**src/rtl/IKA9958_mnemonics.sv**
```systemverilog
// Shared constants for the ika9958 background fetch path: PLA slot numbers,
// mode encodings, column limits, fetch FSM states and the pixel colour pick.
package IKA9958_mnemonics;

   localparam logic MODE_T1 = 1'b1;
   localparam logic MODE_G1 = 1'b0;

   localparam logic [3:0] SLOT_NAME = 4'd1;
   localparam logic [3:0] SLOT_PAT  = 4'd4;
   localparam logic [3:0] SLOT_COL  = 4'd7;

   localparam logic [5:0] COLS_T1 = 6'd40;
   localparam logic [5:0] COLS_G1 = 6'd32;

   localparam logic [3:0] PX_T1 = 4'd6;
   localparam logic [3:0] PX_G1 = 4'd8;

   typedef enum logic [2:0] {
      ST_IDLE,
      ST_NAME,
      ST_PAT,
      ST_COL,
      ST_WAIT
   } slot_state_t;

   function automatic logic [3:0] pix_select(input logic       bit_on,
                                             input logic       txt,
                                             input logic [7:0] color,
                                             input logic [3:0] fg,
                                             input logic [3:0] bg);
      logic [3:0] on_code;
      logic [3:0] off_code;
      on_code  = (txt == MODE_T1) ? fg : color[7:4];
      off_code = (txt == MODE_T1) ? bg : color[3:0];
      return bit_on ? on_code : off_code;
   endfunction

endpackage

```
**src/rtl/ika9958_pixel_shifter.sv**
```systemverilog
// Tile pixel serializer: loads pattern/colour at end of tile and emits one
// 4-bit pixel code per two enabled cycles, MSB first (6 px T1, 8 px G1).
module ika9958_pixel_shifter
   import IKA9958_mnemonics::*;
(
   input  logic       clk_sys,
   input  logic       rst_b,
   input  logic       cen,
   input  logic       load,
   input  logic       txt_in,
   input  logic       act_in,
   input  logic [7:0] pat_in,
   input  logic [7:0] color_in,
   input  logic [3:0] txt_fg,
   input  logic [3:0] txt_bg,
   output logic [3:0] pix_code,
   output logic       pix_valid
);

   logic [7:0] sr_q;
   logic [7:0] color_q;
   logic [3:0] cnt_q;
   logic       half_q;
   logic       txt_q;
   logic       act_q;

   always_ff @(posedge clk_sys or negedge rst_b) begin
      if (!rst_b) begin
         sr_q    <= 8'h00;
         color_q <= 8'h00;
         cnt_q   <= 4'd0;
         half_q  <= 1'b0;
         txt_q   <= MODE_G1;
         act_q   <= 1'b0;
      end else if (cen) begin
         if (load) begin
            sr_q    <= pat_in;
            color_q <= color_in;
            txt_q   <= txt_in;
            act_q   <= act_in;
            cnt_q   <= (txt_in == MODE_T1) ? PX_T1 : PX_G1;
            half_q  <= 1'b0;
         end else if (cnt_q != 4'd0) begin
            // each pixel is held for two enabled cycles
            half_q <= ~half_q;
            if (half_q) begin
               sr_q  <= {sr_q[6:0], 1'b0};
               cnt_q <= cnt_q - 4'd1;
            end
         end
      end
   end

   assign pix_code  = (cnt_q != 4'd0) ? pix_select(sr_q[7], txt_q, color_q, txt_fg, txt_bg) : 4'd0;
   assign pix_valid = (cnt_q != 4'd0) && act_q;

endmodule

```
**src/rtl/ika9958_tile_fetch.sv**
```systemverilog
// Per-tile VRAM fetch sequencer for T1/G1 backgrounds; optional sticky miss
// flag and debug miss counter under IKA9958_FETCH_MISS_EN.
//
// state   | meaning
// IDLE    | no fetch outstanding, watching for a slot decode
// NAME    | first cycle of name-table read request
// PAT     | first cycle of pattern-generator read request
// COL     | first cycle of colour-table read request (G1 only)
// WAIT    | request still held, waiting for ack (kind kept in kind_q)
module ika9958_tile_fetch
   import IKA9958_mnemonics::*;
(
   input  logic        phiA,
   input  logic        RST_async_n,
   input  logic        phiL_NCEN,
   input  logic [8:0]  comcntr,
   input  logic        pla_eot,
   input  logic        pla_line0,
   input  logic        txtmode,
   input  logic [7:0]  vline,
   input  logic [6:0]  nt_base,
   input  logic [5:0]  pg_base,
   input  logic [10:0] ct_base,
   input  logic [3:0]  txt_fg,
   input  logic [3:0]  txt_bg,
   output logic        vram_req,
   output logic [16:0] vram_addr,
   input  logic        vram_ack,
   input  logic [7:0]  vram_data,
   output logic [3:0]  pix_code,
   output logic        pix_valid,
   output logic        fetch_miss
);

   slot_state_t state_q, state_next, kind_q, cur_kind;
   logic [5:0]  col_q;
   logic [7:0]  name_q, pat_q, color_q;
   logic [16:0] addr_q, issue_addr;
   logic [9:0]  t1_off;
   logic        col_active, issue, capture, abort;
   logic        unused_hi;

   assign unused_hi  = ^comcntr[8:4];
   assign col_active = col_q < ((txtmode == MODE_T1) ? COLS_T1 : COLS_G1);
   // T1 rows are 40 chars; 10-bit offset intentionally wraps
   assign t1_off     = {5'd0, vline[7:3]} * 10'd40 + {4'd0, col_q};

   always_ff @(posedge phiA or negedge RST_async_n) begin
      if (!RST_async_n) state_q <= ST_IDLE;
      else              state_q <= state_next;
   end

   always_comb begin
      state_next = state_q;
      if (phiL_NCEN) begin
         case (state_q)
            ST_IDLE: begin
               if (col_active) begin
                  if (comcntr[3:0] == SLOT_NAME)
                     state_next = ST_NAME;
                  else if (comcntr[3:0] == SLOT_PAT)
                     state_next = ST_PAT;
                  else if (comcntr[3:0] == SLOT_COL && txtmode == MODE_G1)
                     state_next = ST_COL;
               end
            end
            ST_NAME, ST_PAT, ST_COL:
               state_next = (pla_eot || vram_ack) ? ST_IDLE : ST_WAIT;
            ST_WAIT:
               if (pla_eot || vram_ack) state_next = ST_IDLE;
            default:
               state_next = ST_IDLE;
         endcase
      end
   end

   always_comb begin
      vram_req  = (state_q != ST_IDLE);
      vram_addr = addr_q;
      cur_kind  = (state_q == ST_WAIT) ? kind_q : state_q;
      issue     = (state_q == ST_IDLE) && (state_next != ST_IDLE);
      // end of tile drops an outstanding fetch even if ack arrives with it
      capture   = phiL_NCEN && vram_req && vram_ack && !pla_eot;
      abort     = phiL_NCEN && vram_req && pla_eot;
   end

   always_comb begin
      issue_addr = addr_q;
      case (state_next)
         ST_NAME: issue_addr = (txtmode == MODE_T1) ? {nt_base, t1_off}
                                                    : {nt_base, vline[7:3], col_q[4:0]};
         ST_PAT:  issue_addr = {pg_base, name_q, vline[2:0]};
         ST_COL:  issue_addr = {ct_base, 1'b0, name_q[7:3]};
         default: issue_addr = addr_q;
      endcase
   end

   always_ff @(posedge phiA or negedge RST_async_n) begin
      if (!RST_async_n) begin
         col_q   <= 6'd0;
         addr_q  <= 17'd0;
         kind_q  <= ST_IDLE;
         name_q  <= 8'h00;
         pat_q   <= 8'h00;
         color_q <= 8'h00;
      end else if (phiL_NCEN) begin
         if (pla_line0)
            col_q <= 6'd0;
         else if (pla_eot && col_q != 6'd63)
            col_q <= col_q + 6'd1;

         if (issue) begin
            addr_q <= issue_addr;
            kind_q <= state_next;
         end

         if (pla_eot) begin
            name_q  <= 8'h00;
            pat_q   <= 8'h00;
            color_q <= 8'h00;
         end else if (capture) begin
            case (cur_kind)
               ST_NAME: name_q  <= vram_data;
               ST_PAT:  pat_q   <= vram_data;
               ST_COL:  color_q <= vram_data;
               default: ;
            endcase
         end
      end
   end

   ika9958_pixel_shifter u_shifter (
      .clk_sys   (phiA),
      .rst_b     (RST_async_n),
      .cen       (phiL_NCEN),
      .load      (pla_eot),
      .txt_in    (txtmode),
      .act_in    (col_active),
      .pat_in    (pat_q),
      .color_in  (color_q),
      .txt_fg    (txt_fg),
      .txt_bg    (txt_bg),
      .pix_code  (pix_code),
      .pix_valid (pix_valid)
   );

`ifdef IKA9958_FETCH_MISS_EN
   logic       miss_q;
   logic [7:0] dbg_miss_cnt;

   always_ff @(posedge phiA or negedge RST_async_n) begin
      if (!RST_async_n) begin
         miss_q       <= 1'b0;
         dbg_miss_cnt <= 8'd0;
      end else if (abort) begin
         miss_q <= 1'b1;
         if (dbg_miss_cnt != 8'hFF) dbg_miss_cnt <= dbg_miss_cnt + 8'd1;
      end
   end

   assign fetch_miss = miss_q;
`else
   assign fetch_miss = 1'b0;
`endif

endmodule
```
**config.mk**
```make
export PLATFORM = sky130hd
export DESIGN_NAME = ika9958_tile_fetch
export DESIGN_NICKNAME = d
export VERILOG_FILES = /design/src/rtl/IKA9958_mnemonics.sv /design/src/rtl/ika9958_pixel_shifter.sv /design/src/rtl/ika9958_tile_fetch.sv
export SDC_FILE = /design/constraint.sdc
export NUM_CORES = 1
export LEC_CHECK = 0
export ABC_AREA = 0
export BUFFER_PORTS_ARGS = -buffer_cell sky130_fd_sc_hd__buf_2
export CAP_MARGIN = 20
export CORE_MARGIN = 2
export CORE_UTILIZATION = 59
export DETAILED_ROUTE_END_ITERATION = 10
export PLACE_DENSITY = 0.94
export SLEW_MARGIN = 20
export SYNTH_ARGS = -nofsm -noshare
export SYNTH_HDL_FRONTEND = slang
export SYNTH_SLANG_ARGS = --single-unit
```
**constraint.sdc**
```tcl
create_clock -name phiA -period 5.7 [get_ports phiA]
set_input_delay 1.14 -clock phiA [delete_from_list [all_inputs] [get_ports phiA]]
set_output_delay 1.14 -clock phiA [all_outputs]
set_load 0.05 [all_outputs]
```
== Word-level counts from Yosys, hierarchy flattened ==
Index checks and enable logic that the tools add are counted.

* Magnitude comparators: 1
* Multiply operators: 1
* Reduce and logical (&&, ||, !) cells: 31
* Equality and inequality tests: 14
* Multiplexer cells: 36
* Bitwise logic cells: 2
* Add/subtract/negate cells: 3

{| class="wikitable"
|+ Operators with widths
! cell !! number
|-
| $mux W8 || 12
|-
| $pmux W17 S3 || 1
|-
| $mux W4 || 9
|-
| $mux W3 || 8
|-
| $eq A3 B2 Y1 const B || 6
|-
| $reduce_and A3 Y1 || 5
|-
| $reduce_bool A2 Y1 || 7
|-
| $mux W6 || 2
|-
| $add A10 B6 Y10 || 1
|-
| $mux W10 || 1
|-
| $eq A3 B1 Y1 const B || 3
|-
| $pmux W3 S3 || 1
|-
| $reduce_bool A3 Y1 || 3
|-
| $eq A4 B3 Y1 const B || 2
|-
| $reduce_and A2 Y1 || 4
|-
| $logic_and A1 B1 Y1 || 7
|-
| $mul A5 B3 Y7 const B || 1
|-
| $add A6 B1 Y6 const B || 1
|-
| $lt A6 B6 Y1 || 1
|-
| $ne A6 B6 Y1 const B || 1
|-
| $eq A4 B1 Y1 const B || 1
|-
| $reduce_bool A4 Y1 || 1
|-
| $sub A4 B1 Y4 const B || 1
|-
| $eq A3 B3 Y1 const B || 1
|-
| 6 further kinds || 8
|}

* Register bits: 76
* Word-level logic and storage cells: 101
* Bits of input ports: 64
* Output and inout bits: 24

== Longest topological paths before layout ==
* Word-level depth: 11
* Gate-level depth with buffers: 8
* Depth with buffers taken out: 8

== Cells and area by module ==
A second synthesis with hierarchy kept.

* Cell total of the unflattened synthesis: 404
* Area, all modules: 4379.2 um^2

{| class="wikitable"
|+ Modules (own cells, without submodules)
! module !! seq. area each (um^2) !! times used !! area each (um^2) !! cells each
|-
| ika9958_tile_fetch || 1326.3 || 1 || 3156.8 || 313
|-
| ika9958_pixel_shifter || 575.6 || 1 || 1222.4 || 91
|}

== Worst setup path after synthesis ==
OpenSTA, ideal clock, no wires.

* Path kind: input to register
* Start point: input port vline[4]
* End point: register addr_q[8] (netlist: vram_addr[8])
* Path slack: 2.560 ns
* Path buffers: 0
* Data required time: 5.571 ns
* Library setup time: 0.129 ns
* Data arrival time: 3.011 ns
* Cell stages on the path: 8
* Path through: ha_1 > ha_1 > fa_1 > nand2_1 > or3_1 > xor2_1 > a211oi_1 > nor3_1

* Cells in the longest elaborated chain, start to end: 4

{| class="wikitable"
|+ RTL lines
! item !! RTL line !! text
|-
| start: declaration || ika9958_tile_fetch.sv:20 || <nowiki>input logic [7:0] vline,</nowiki>
|-
| $mul A5 B3 Y7 || ika9958_tile_fetch.sv:46 || <nowiki>assign t1_off = {5'd0, vline[7:3]} * 10'd40 + {4'd0, col_q};</nowiki>
|-
| $add A10 B6 Y10 || ika9958_tile_fetch.sv:46 ||
|-
| $mux W10 || ika9958_tile_fetch.sv:90 || <nowiki>ST_NAME: issue_addr = (txtmode == MODE_T1) ? {nt_base, t1_off}</nowiki>
|-
| $pmux W17 S3 || ika9958_tile_fetch.sv:89 || <nowiki>case (state_next)</nowiki>
|-
| end signal: assignment || ika9958_tile_fetch.sv:113 || <nowiki>addr_q <= issue_addr;</nowiki>
|-
| end: declaration || ika9958_tile_fetch.sv:38 || <nowiki>logic [16:0] addr_q, issue_addr;</nowiki>
|}

Every way passes these cells.
A chain may end at the register's enable or synchronous reset.

== Final worst setup path ==
* Start point: input port txtmode
* End point: register addr_q[7] (netlist: vram_addr[7])

* Cells in the longest elaborated chain, start to end: 11
* Elaborated cells between the ends (all ways): 19
* Classes of those cells: order compare: 1; eq/ne: 3; mux: 9; bitwise: 1; reduce/logical: 5

{| class="wikitable"
|+ RTL lines
! item !! RTL line !! text
|-
| start: declaration || ika9958_tile_fetch.sv:19 || <nowiki>input logic txtmode,</nowiki>
|-
| branches (longest 11 deep; another with $lt A6 B6 Y1) || n/a ||
|}

Parallel ways; which one is timed is not known.

==> flow_metrics.tcl <==
set metrics [dict create \
    ir_drop_v 0.000257 \
    holdCritPathClass "flip-flop to flip-flop" \
    cp-end-kind "flip-flop" \
    synth_xor_area_share_pct 2.05 \
    synthAdderAreaFrac_pct 4.17 \
    hp-start "u_shifter.sr_q[5]$_DFFE_PN0P_" \
    synth-seq-cells 76 \
    cts_setup_buffers 0 \
    whs_ns 0.496 \
    syn_area_mm2 0.00427 \
    vias_per_cell 6.06 \
    place_hpwl_um 7150 \
    grt_pass1_vias 3413 \
    grt_pass1_wl_um 16400 \
    crit_buf_inv 1 \
    grt_max_degree 77 \
    initial_utilization_pct 61.8 \
    wl_per_cell_um 17.8 \
    core_area_mm2 0.00691 \
    cpPeakStageDelay_ns 0.57 \
    cp_cell_sequence "buf_2, or3b_1, a211oi_2, o21ai_2, nor2_2, a221o_1" \
    path_clk_slew_ns 0.08 \
    layout.cells.non_filler 570 \
    synth.most_common_cell "dfrtp_1" \
    post-route-cell-area_mm2 0.00493 \
    grt.overflow.total 0 \
    synthArstFlopShare_pct 100 \
    cp-start-kind "input port" \
    grt_setup_unrepaired "false" \
    yosysTopAreaCell "dfrtp_1" \
    critPathArrivalTime_ns 3.55 \
    yosys.area.top_type_share_pct 44.6 \
    nets 547 \
    seq_area_frac_synth_pct 44.6 \
    clock_sinks 76 \
    worstPathRequired_ns 5.99 \
    tritoncts "done" \
    io_pins 88 \
    cts-resized-gates 0 \
    cts_root_buf "clkbuf_8" \
    period_share_pct 57.2 \
    worst_pin_slew_ns 1.04 \
    dp.cells 555 \
    gp_congestion 0.907 \
    status "finished, final reports clean" \
    ant_nets 0 \
    syn2layout_area_growth_pct 15.6 \
    synthTopCellsByCount "76 x dfrtp_1, 32 x mux2_2, 25 x mux2i_1, 25 x nand2_1, 21 x inv_1" \
    synth_compound_area_share_pct 15.0 \
    synth_ff_type "dfrtp_1" \
    drc 0 \
    synthMuxAreaShare_pct 16.4 \
    critPathKind "input port to flip-flop" \
    period_minus_slack_ns 3.26 \
    fin_skew_ns 0.00754 \
    rows 30 \
    synth_edf_count 0 \
    cp_max_fo 18 \
    regToRegStartpoint "state_q[0]$_DFF_PN0_" \
    power.density_mw_per_mm2 381 \
    dr.pass1.iters 6 \
    crit_path_start "txtmode" \
    clk_latency_ns 0.35 \
    insertedDiodeCount 0 \
    num_vias 3453 \
    setup_tns_ns 0 \
    dieWidth_um 89.0 \
    port_buffers 81 \
    setup_viol 0 \
    drv_cap 0 \
    synth-simple-area-share_pct 13.1 \
    syn-num-nets 472 \
    clk_path_buf_depth 2 \
    total_leakage_power_nw 2.47 \
    slew_headroom_pct 30.2 \
    synthTopCellsByArea "dfrtp_1 45%, mux2_2 8.4%, mux2i_1 5.9%" \
    fmax_mhz 307 \
    htree_levels 3 \
    drt-total-wl_um 10100 \
    numCtsBuffers 9 \
    synthCells 395 \
    die_h_um 89.0 \
    syn_area_per_cell_um2 10.8 \
    grt_use_total_pct 27.2 \
    synth_top_family_by_area "multiplexers" \
    maxSlewViolCount 0 \
    die-area_mm2 0.00793 \
    antenna_found_initial 0 \
    yosysWarningCount 0 \
    placed_area_mm2 0.00470 \
    ys_types 65 \
    drtIter0Drc 363 \
    drive_above_1_share_pct 31.2 \
    finalHoldViolCount 0 \
    slowest_stage "nor2_2" \
    crit_family "compound AO/OA/AOI/OAI gates" \
    hold_buffers 0 \
]
## stage by stage
stage | setup slack, ns | util, % | power [mW]
floorplan | 2.56 | - | 1.24
global placement | 2.22 | 68.1 | 1.38
detailed placement | 2.20 | 68.1 | 1.41
CTS | 2.50 | 71.3 | 1.88
global route | 2.37 | 71.4 | 1.96
finish | 2.44 | 71.4 | 1.88
## path summary, 6_finish.rpt
kind,endpoint,slack [ns],cells after the start
max,vram_addr[7]$_DFFE_PN0P_,2.44,6
min,u_shifter.sr_q[5]$_DFFE_PN0P_,0.50,2
max reg2reg,vram_addr[7]$_DFFE_PN0P_,2.96,5
min reg2reg,u_shifter.sr_q[5]$_DFFE_PN0P_,0.50,2
max in group asynchronous,col_q[2]$_DFFE_PN0P_,4.08,2
min in group asynchronous,u_shifter.txt_q$_DFFE_PN0P_,1.01,2
## layout by cell type, fill, tap and decap left out, drive strengths merged, types with 3 or more instances in the layout
master and count:
buf 84, dfrtp 76, mux2 32, o21ai 28, nand2 25, mux2i 25, inv 24, and2 21
nor2 20, a221o 12, ha 11, nor2b 10, clkbuf 10, a21oi 8, xor2 6, a211oi 6
o21a 5, a31oi 5, mux4 4, xnor2 4, o22ai 4, a21boi 4, and3b 3, and3 3
nand3 3, a221oi 3, or2 3
## tightest hold or removal path, stage by stage, from the launching register on
cell and delay [ns]:
dfrtp_1 0.35, nand2_1 0.05, o21ai_1 0.06
## routing by layer
metal	wire length, µm	up-vias	GRT usage [%]
met5	0	-	0
met4	176	0	7.73
met3	716	30	5.54
met2	5110	162	44.9
met1	4130	1703	36.8
li1	-	1558	-
## logic make-up (layout without fill, tap and decap cells)
kind of cell,after synthesis,after routing
fa+ha+maj,13,13
xor+xnor,10,10
flops,76,76
mux,61,61
compound gates,88,88
other cells,1,1
buf+inv,43,122
simple gates,103,103
## area by class of cell
cell class	count	area, µm²
inverter	23	86.3
tap	96	120
sequential	76	1900
timing repair buffer	84	428
clock inverter	5	85.1
fill	471	1970
clock buffer	10	138
multi-input combinational	276	2170
## state kept, by name, summed over array words and instances (netlist names)
| signal | cells |
|---|---|
| col_q | 6 |
| u_shifter.act_q | 1 |
| kind_q | 3 |
| state_q | 3 |
| name_q | 8 |
| pat_q | 8 |
| u_shifter.cnt_q | 4 |
| color_q | 8 |
| vram_addr | 17 |
| u_shifter.half_q | 1 |
| u_shifter.txt_q | 1 |
| u_shifter.color_q | 8 |
| u_shifter.sr_q | 8 |
## where the power goes
group | switching (mW) | total [mW] | internal [mW]
clock | 0.205 | 0.463 | 0.258
combinational | 0.431 | 0.666 | 0.234
sequential | 0.0889 | 0.752 | 0.663
total | 0.725 | 1.88 | 1.16
Power figures use the tool's default switching activity.
